## src/rtl/axi_light_sram_bridge_if.sv

```systemverilog
// AXI4-lite interface bundle (32-bit address/data, 4-bit strobe) used between
// the PiXo core's m_axi port and the SRAM bridge.
interface if_axi_light;
  logic        awvalid;
  logic        awready;
  logic [31:0] awaddr;
  logic [2:0]  awprot;
  logic        wvalid;
  logic        wready;
  logic [31:0] wdata;
  logic [3:0]  wstrb;
  logic        bvalid;
  logic        bready;
  logic [1:0]  bresp;
  logic        arvalid;
  logic        arready;
  logic [31:0] araddr;
  logic [2:0]  arprot;
  logic        rvalid;
  logic        rready;
  logic [31:0] rdata;
  logic [1:0]  rresp;

  modport master (
    output awvalid, awaddr, awprot, wvalid, wdata, wstrb, bready,
           arvalid, araddr, arprot, rready,
    input  awready, wready, bvalid, bresp, arready, rvalid, rdata, rresp
  );

  modport slave (
    input  awvalid, awaddr, awprot, wvalid, wdata, wstrb, bready,
           arvalid, araddr, arprot, rready,
    output awready, wready, bvalid, bresp, arready, rvalid, rdata, rresp
  );
endinterface

```

## src/rtl/axi_light_sram_bridge.sv

```systemverilog
// AXI4-lite slave to single-port synchronous byte-writable SRAM.
// One transaction outstanding at a time; write/read arbitration alternates
// when both are pending (write first after reset). Responses are held until
// the master takes them.
// Optional build macro AXI_SRAM_BRIDGE_RANGE_CHECK_EN: out-of-range accesses
// skip the SRAM, pulse err, and reads return 32'hDEAD_BEEF. Without it the
// word index simply wraps modulo MEM_WORDS and err is tied low.
module axi_light_sram_bridge #(
  parameter int unsigned MEM_WORDS = 16384,
  parameter logic [31:0] BASE_ADDR = 32'h0000_0000,
  localparam int unsigned ADDR_W   = $clog2(MEM_WORDS)
) (
  input  logic              clk,
  input  logic              res_n,
  if_axi_light.slave        s_axi,
  output logic              mem_en,
  output logic [3:0]        mem_we,
  output logic [ADDR_W-1:0] mem_addr,
  output logic [31:0]       mem_wdata,
  input  logic [31:0]       mem_rdata,
  output logic              err
);

  localparam logic [31:0] OOR_RDATA = 32'hDEAD_BEEF;

  typedef enum logic [2:0] {IDLE, WRITE, WRESP, READ, RWAIT, RDATA} state_t;

  state_t            state_q, state_d;
  logic [ADDR_W-1:0] addr_q, addr_d;
  logic [31:0]       wdata_q, wdata_d;
  logic [3:0]        wstrb_q, wstrb_d;
  logic [31:0]       rdata_q, rdata_d;
  logic              last_wr_q, last_wr_d;  // last served was a write -> read has priority
  logic              oor_q, oor_d;          // captured access is out of range

  logic              wr_pend, rd_pend, grant_wr, grant_rd;
  logic [31:0]       addr_sel;
  logic [32:0]       off;
  logic [ADDR_W-1:0] req_idx;
  logic              req_oor;
  logic              unused_bits;

  // A write needs both aw and w present; never accept one half alone.
  assign wr_pend  = s_axi.awvalid & s_axi.wvalid;
  assign rd_pend  = s_axi.arvalid;
  assign grant_wr = wr_pend & (~rd_pend | ~last_wr_q);
  assign grant_rd = rd_pend & ~grant_wr;

  // Offset kept 33 bits wide so an address below BASE_ADDR shows up as huge.
  assign addr_sel = grant_wr ? s_axi.awaddr : s_axi.araddr;
  assign off      = {1'b0, addr_sel} - {1'b0, BASE_ADDR};
  assign req_idx  = off[ADDR_W+1:2];

`ifdef AXI_SRAM_BRIDGE_RANGE_CHECK_EN
  localparam logic [32:0] SPAN = 33'(MEM_WORDS) << 2;
  assign req_oor = (off >= SPAN);
  assign err     = res_n & (state_q == IDLE) & (grant_wr | grant_rd) & req_oor;
`else
  assign req_oor = 1'b0;
  assign err     = 1'b0;
`endif

  // Byte-lane bits, wrap bits and prot are intentionally not used.
  assign unused_bits = ^{off, s_axi.awprot, s_axi.arprot};

  assign s_axi.bresp = 2'b00;
  assign s_axi.rresp = 2'b00;
  assign s_axi.rdata = rdata_q;
  assign mem_addr    = addr_q;
  assign mem_wdata   = wdata_q;

  // Next-state, capture and handshake/SRAM strobes for the transaction FSM.
  always_comb begin
    state_d       = state_q;
    addr_d        = addr_q;
    wdata_d       = wdata_q;
    wstrb_d       = wstrb_q;
    rdata_d       = rdata_q;
    last_wr_d     = last_wr_q;
    oor_d         = oor_q;
    s_axi.awready = 1'b0;
    s_axi.wready  = 1'b0;
    s_axi.arready = 1'b0;
    s_axi.bvalid  = 1'b0;
    s_axi.rvalid  = 1'b0;
    mem_en        = 1'b0;
    mem_we        = 4'h0;
    case (state_q)
      IDLE: begin
        // Readies are gated by reset so nothing looks accepted while held.
        if (res_n) begin
          if (grant_wr) begin
            s_axi.awready = 1'b1;
            s_axi.wready  = 1'b1;
            addr_d        = req_idx;
            wdata_d       = s_axi.wdata;
            wstrb_d       = s_axi.wstrb;
            oor_d         = req_oor;
            last_wr_d     = 1'b1;
            state_d       = WRITE;
          end else if (grant_rd) begin
            s_axi.arready = 1'b1;
            addr_d        = req_idx;
            oor_d         = req_oor;
            last_wr_d     = 1'b0;
            state_d       = READ;
          end
        end
      end
      WRITE: begin
        // wstrb = 0 still strobes the SRAM, just with no byte enables.
        mem_en  = ~oor_q;
        mem_we  = oor_q ? 4'h0 : wstrb_q;
        state_d = WRESP;
      end
      WRESP: begin
        s_axi.bvalid = 1'b1;
        if (s_axi.bready) state_d = IDLE;
      end
      READ: begin
        mem_en  = ~oor_q;
        state_d = RWAIT;
      end
      RWAIT: begin
        rdata_d = oor_q ? OOR_RDATA : mem_rdata;
        state_d = RDATA;
      end
      RDATA: begin
        s_axi.rvalid = 1'b1;
        if (s_axi.rready) state_d = IDLE;
      end
      default: state_d = IDLE;
    endcase
  end

  // State and capture registers; reset abandons any transaction in flight.
  always_ff @(posedge clk or negedge res_n) begin
    if (!res_n) begin
      state_q   <= IDLE;
      addr_q    <= '0;
      wdata_q   <= '0;
      wstrb_q   <= '0;
      rdata_q   <= '0;
      last_wr_q <= 1'b0;
      oor_q     <= 1'b0;
    end else begin
      state_q   <= state_d;
      addr_q    <= addr_d;
      wdata_q   <= wdata_d;
      wstrb_q   <= wstrb_d;
      rdata_q   <= rdata_d;
      last_wr_q <= last_wr_d;
      oor_q     <= oor_d;
    end
  end

endmodule

```

## src/flat_wrapper.sv

```systemverilog
// flat-port wrapper written by rule: the top's interface ports become plain ports
module axi_light_sram_bridge_flat 
#(
  parameter int unsigned MEM_WORDS = 16384,
  parameter logic [31:0] BASE_ADDR = 32'h0000_0000,
  localparam int unsigned ADDR_W   = $clog2(MEM_WORDS)
)
  (clk, res_n, mem_en, mem_we, mem_addr, mem_wdata, mem_rdata, err, s_axi_awvalid, s_axi_awaddr, s_axi_awprot, s_axi_wvalid, s_axi_wdata, s_axi_wstrb, s_axi_bready, s_axi_arvalid, s_axi_araddr, s_axi_arprot, s_axi_rready, s_axi_awready, s_axi_wready, s_axi_bvalid, s_axi_bresp, s_axi_arready, s_axi_rvalid, s_axi_rdata, s_axi_rresp);
  if_axi_light s_axi_i ();
  input  logic clk;
  input  logic res_n;
  output logic mem_en;
  output logic [3:0] mem_we;
  output logic [ADDR_W-1:0] mem_addr;
  output logic [31:0] mem_wdata;
  input  logic [31:0] mem_rdata;
  output logic err;
  input wire logic [$bits(s_axi_i.awvalid)-1:0] s_axi_awvalid;
  input wire logic [$bits(s_axi_i.awaddr)-1:0] s_axi_awaddr;
  input wire logic [$bits(s_axi_i.awprot)-1:0] s_axi_awprot;
  input wire logic [$bits(s_axi_i.wvalid)-1:0] s_axi_wvalid;
  input wire logic [$bits(s_axi_i.wdata)-1:0] s_axi_wdata;
  input wire logic [$bits(s_axi_i.wstrb)-1:0] s_axi_wstrb;
  input wire logic [$bits(s_axi_i.bready)-1:0] s_axi_bready;
  input wire logic [$bits(s_axi_i.arvalid)-1:0] s_axi_arvalid;
  input wire logic [$bits(s_axi_i.araddr)-1:0] s_axi_araddr;
  input wire logic [$bits(s_axi_i.arprot)-1:0] s_axi_arprot;
  input wire logic [$bits(s_axi_i.rready)-1:0] s_axi_rready;
  output wire logic [$bits(s_axi_i.awready)-1:0] s_axi_awready;
  output wire logic [$bits(s_axi_i.wready)-1:0] s_axi_wready;
  output wire logic [$bits(s_axi_i.bvalid)-1:0] s_axi_bvalid;
  output wire logic [$bits(s_axi_i.bresp)-1:0] s_axi_bresp;
  output wire logic [$bits(s_axi_i.arready)-1:0] s_axi_arready;
  output wire logic [$bits(s_axi_i.rvalid)-1:0] s_axi_rvalid;
  output wire logic [$bits(s_axi_i.rdata)-1:0] s_axi_rdata;
  output wire logic [$bits(s_axi_i.rresp)-1:0] s_axi_rresp;
  assign s_axi_i.awvalid = s_axi_awvalid;
  assign s_axi_i.awaddr = s_axi_awaddr;
  assign s_axi_i.awprot = s_axi_awprot;
  assign s_axi_i.wvalid = s_axi_wvalid;
  assign s_axi_i.wdata = s_axi_wdata;
  assign s_axi_i.wstrb = s_axi_wstrb;
  assign s_axi_i.bready = s_axi_bready;
  assign s_axi_i.arvalid = s_axi_arvalid;
  assign s_axi_i.araddr = s_axi_araddr;
  assign s_axi_i.arprot = s_axi_arprot;
  assign s_axi_i.rready = s_axi_rready;
  assign s_axi_awready = s_axi_i.awready;
  assign s_axi_wready = s_axi_i.wready;
  assign s_axi_bvalid = s_axi_i.bvalid;
  assign s_axi_bresp = s_axi_i.bresp;
  assign s_axi_arready = s_axi_i.arready;
  assign s_axi_rvalid = s_axi_i.rvalid;
  assign s_axi_rdata = s_axi_i.rdata;
  assign s_axi_rresp = s_axi_i.rresp;
  axi_light_sram_bridge #(.MEM_WORDS(MEM_WORDS), .BASE_ADDR(BASE_ADDR)) u_core (.clk(clk), .res_n(res_n), .s_axi(s_axi_i), .mem_en(mem_en), .mem_we(mem_we), .mem_addr(mem_addr), .mem_wdata(mem_wdata), .mem_rdata(mem_rdata), .err(err));
endmodule
```

## config.mk

```make
export PLATFORM = sky130hd
export DESIGN_NAME = axi_light_sram_bridge_flat
export DESIGN_NICKNAME = d
export VERILOG_FILES = /design/src/rtl/axi_light_sram_bridge_if.sv /design/src/rtl/axi_light_sram_bridge.sv /design/src/flat_wrapper.sv
export SDC_FILE = /design/constraint.sdc
export NUM_CORES = 1
export LEC_CHECK = 0
export BUFFER_PORTS_ARGS = -buffer_cell sky130_fd_sc_hd__buf_2
export CAP_MARGIN = 20
export CORE_ASPECT_RATIO = 0.8
export CORE_MARGIN = 3
export CORE_UTILIZATION = 38
export CTS_CLUSTER_SIZE = 30
export DETAILED_ROUTE_END_ITERATION = 16
export MAX_ROUTING_LAYER = met4
export PLACE_DENSITY = 0.73
export SETUP_SLACK_MARGIN = 0.4
export SLEW_MARGIN = 15
export SYNTH_ARGS = -nofsm -noshare
export SYNTH_HDL_FRONTEND = slang
export SYNTH_SLANG_ARGS = --single-unit
```

## constraint.sdc

```tcl
create_clock -name clk -period 1.48 [get_ports clk]
set_input_delay 0 -clock clk [delete_from_list [all_inputs] [get_ports clk]]
set_output_delay 0 -clock clk [all_outputs]
set_load 0.005 [all_outputs]
```

* Word-level counts from Yosys, hierarchy flattened
Cells that the tools add are included. W data, S select, Z words.
Storage, ports and cells: input port bits 145, output and inout port bits 93, register bits after elaboration 87
Cells by class: bitwise operators 8, reduce and logical (&&, ||, !) cells 6, muxes and demuxes 25, equality and inequality tests 9
Operators by type and width (count):
- $mux W32 | 1
- $mux W14 | 2
- $pmux W3 S6 | 1
- $mux W16 | 1
- $mux W3 | 5
- $mux W1 | 13
- $mux W4 | 2
- $eq A3 B2 Y1 const B | 2
- $eq A3 B3 Y1 const B | 2
- $ne A2 B2 Y1 const B | 3
- $reduce_and A3 Y1 | 2
- $not A1 Y1 | 4
- $reduce_and A4 Y1 | 1
- $and A1 B1 Y1 | 3
- $eq A3 B1 Y1 const B | 1
- $logic_not A3 Y1 | 1
- $ne A3 B1 Y1 const B | 1
- $reduce_bool A2 Y1 | 1
- $reduce_or A2 Y1 | 1
- $or A1 B1 Y1 | 1

* Logic depth before layout (Yosys ltp)
depth in word-level cells 9, depth in mapped cells 7, gate-level depth less buffers 3

* Worst setup path before layout
No wires, ideal clock.
path type reg2reg, start point register u_core.state_q[2], end point register u_core.wdata_q[16], in the netlist u_core.mem_wdata[16], setup slack -0.159 ns, setup time 0.125 ns, cell stages (with the launch flop) 7, required time 1.355 ns, arrival time 1.514 ns, cells stage by stage dfrtp_1 > buf_6 > nor3_4 > nand4_1 > buf_4 > buf_6 > mux2_4
Between the ends: longest elaborated chain between the ends 2
Ends and longest elaborated chain:
- from (decl) | line axi_light_sram_bridge.sv:28 | state_t state_q, state_d;
- from (signal assigned) | line axi_light_sram_bridge.sv:147 | state_q <= state_d;
- $logic_not A3 Y1 | line axi_light_sram_bridge.sv:88 | case (state_q)
- $reduce_and A3 Y1 (no source line)
- to (signal assigned) | line axi_light_sram_bridge.sv:149 | wdata_q <= wdata_d;
- to (decl) | line axi_light_sram_bridge.sv:30 | logic [31:0] wdata_q, wdata_d;
No other way between the ends. A chain may end at the register's enable or synchronous reset.

* Worst setup path in the final report
start point register u_core.state_q[1], end point register u_core.wdata_q[2], in the netlist u_core.mem_wdata[2]
Same word-level chain as after synthesis.

==> metrics <==
status=finished, violations left; failing checks=hold timing, setup timing; Non-Filler Instances=699; maximum vdd ir drop=slightly above 0.8 mV; Syn Area/Cell=13.5 um2; Setup violations, final=70; row cnt=31; Post-Route WL=around 12000 um; later-pin clock latency in the skew report=around 330 ps; DRT iter0 DRCs=198; fraction of layout cells with a size suffix above 1=0.548; commonest non-fill, non-tap cell in the layout=buf_2; filler cell count=a little over 600; final worst path period need=approximately 1600 ps; clock transition at the registers of the reported paths=approximately 60 ps; area occupied by registers=~2200 um2; Core Area=around 9200 um2; CTS H-tree depth=3; DR vias=roughly 3500; final period utilization=1.09; Cells after Synth=around 270; r2r endpoint=u_core.mem_wdata[2]; Critical path origin=u_core.state_q[1]; R2R Path Start=u_core.state_q[1]; Yosys reg bits=86; HPWL after DPL=6820 um; Die ar.=around 11000 um2; post-route ant nets=0; Final Cell Area=between 6000 and 7000 um2; initial antenna violation count=0; Power Density=1800 nW/um2; FMAX=622 MHz; cts hold-fix bufs=slightly below 100; # DRC=0; Num CTS Buffers=9; PortBufs=190; final slew viol count=0; Final Hold Fails=27; worst min path class=input port to async pin; CTS root buf=clkbuf_16; largest net degree at the start of global routing=52; first-pass GRT wire length=around 18000 um; Via density=4.97; leakage power=3.18 nW; flop2flop setup slack=-130 ps; yosys warns=0; Clock Sinks=86; post-synthesis instance area=between 3000 and 4000 um2; Die Width=around 120 um; CTS tree=built; Worst Tran Pin Value=647 ps; wire length per cell=17.4 um; area of the multi-input gates=about 1500 um2; final net count=726; area grow syn2layout=77.6%; Setup Skew=between 5 and 6 ps; startpoint types=register; vias in the first global route=roughly 3600; unrepaired setup endpoints after global routing=yes; placed cell area=about 4800 um2; Max Cap Viol=0; placed instance count=570; ant diodes=0; Total Power=11.7 mW; R2R depth=6; Total Routing Usage GR=0.230; Netlist cell types=28; Top Ports=between 200 and 250; drt pass-1 iters=4; final hold slack=-291 ps; CP required=1690 ps; Initial Util=0.398; register area share after synthesis=0.589; Crit Path Class=register to register; Critical Path End Type=register; crit path DAT=roughly 1800 ps; Setup WS post-layout=-128 ps; crit-path max FO=9; Clock Tree Buf Depth=2; most frequent cells in the layout=buf_2 (187), dlygate4sd3_1 (98), dfrtp_1 (84), mux2_2 (37), mux2_4 (31); Slew HR=0.569; GPL Wtd Cong=0.779; grt ovf=0; Chip Height=about 94 um
-- where the power goes --
| part | leakage, nW | switching (mW) | internal (mW) |
|---|---|---|---|
| Sequential | 1.01 | 0.654 | 3.55 |
| Clock | 0.148 | 0.867 | 1.46 |
| Combinational | 2.02 | 2.05 | 3.11 |
-- state kept, by name, indices dropped and copies added (netlist names) --
name,flops
u_core.mem_addr,14
u_core.s_axi.rdata,32
u_core.wstrb_q,4
u_core.last_wr_q,1
u_core.state_q,3
u_core.mem_wdata,32
-- critical path: stages, from the launching register on --
cell and delay [ps]:
dfrtp_2 420, nor3_4 220, nand4_1 130, buf_6 160, buf_6 130, buf_16 140, mux2_4 290
-- metal layers --
metal,GRT usage,part of all wire,vias up
li1,-,-,1591
met1,0.263,0.40,1693
met2,0.398,0.51,164
met3,0.0534,0.068,27
met4,0.0792,0.025,0
met5,-,0,-
-- timing repair --
action | in CTS | in global routing
pin swaps | 3 | 0
resized for setup | 30 | 14
endpoints found under the hold margin | 118 | 27
cloned | 6 | 0
buffers inserted | 9 | 2
endpoints found under the setup margin | 94 | 96
-- final cells by class --
type | count | area share
Multi-Input combinational cell | 158 | 0.225
Clock buffer | 10 | 0.0353
Inverter | 4 | 0.00231
Timing Repair Buffer | 322 | 0.372
Sequential cell | 86 | 0.332
Tap cell | 115 | 0.0222
Clock inverter | 4 | 0.0114
-- synth_stat cells --
library cell	number	area share
a21o_1	1	0.0021
a21oi_1	3	0.0041
a31oi_1	28	0.048
a32oi_1	1	0.0024
and2_1	2	0.0034
and3_1	7	0.012
buf_1	1	0.0010
buf_2	7	0.0096
buf_4	7	0.014
buf_6	3	0.0092
clkbuf_1	9	0.0092
conb_1	1	0.0010
dfrtp_1	86	0.59
inv_1	3	0.0031
inv_2	1	0.0010
mux2_1	1	0.0031
mux2_2	49	0.15
mux2_4	18	0.074
nand2_1	3	0.0031
nand3_1	16	0.022
nand4_1	1	0.0017
nor2_1	3	0.0031
nor3_1	1	0.0014
nor3_4	1	0.0045
nor3b_1	1	0.0021
o2111ai_1	1	0.0024
o21ai_0	15	0.021
o31ai_1	1	0.0021
-- how the worst max path moves through the flow --
stage | end | slack, ps | cells after the start
after floorplan | u_core.mem_wdata[16] | -150 | 6
after global placement | u_core.mem_wdata[19] | 0.04 | 4
after detailed placement | u_core.mem_wdata[18] | -40 | 4
after CTS | u_core.mem_wdata[28] | -120 | 6
after global routing | s_axi_arready | -210 | 6
final | u_core.mem_wdata[2] | -130 | 6
-- stage by stage --
stage | TNS [ps] | utilization | worst slack, ps
2_1_floorplan | -2900 | - | -148
3_3_place_gp | 0 | 0.523 | 0.0354
6_report | -3820 | 0.706 | -128
5_1_grt | -8250 | 0.706 | -207
4_1_cts | -3750 | 0.698 | -115
3_5_place_dp | -739 | 0.523 | -44.3
-- cell families after synthesis --
kind of cell	synth area share
and+or+nand+nor	0.0531
other	0.00103
DFF	0.589
buffers and inverters	0.0476
muxes	0.228
AOI/OAI and AO/OA	0.0815
Note: power is estimated with default switching activity, not from simulation.
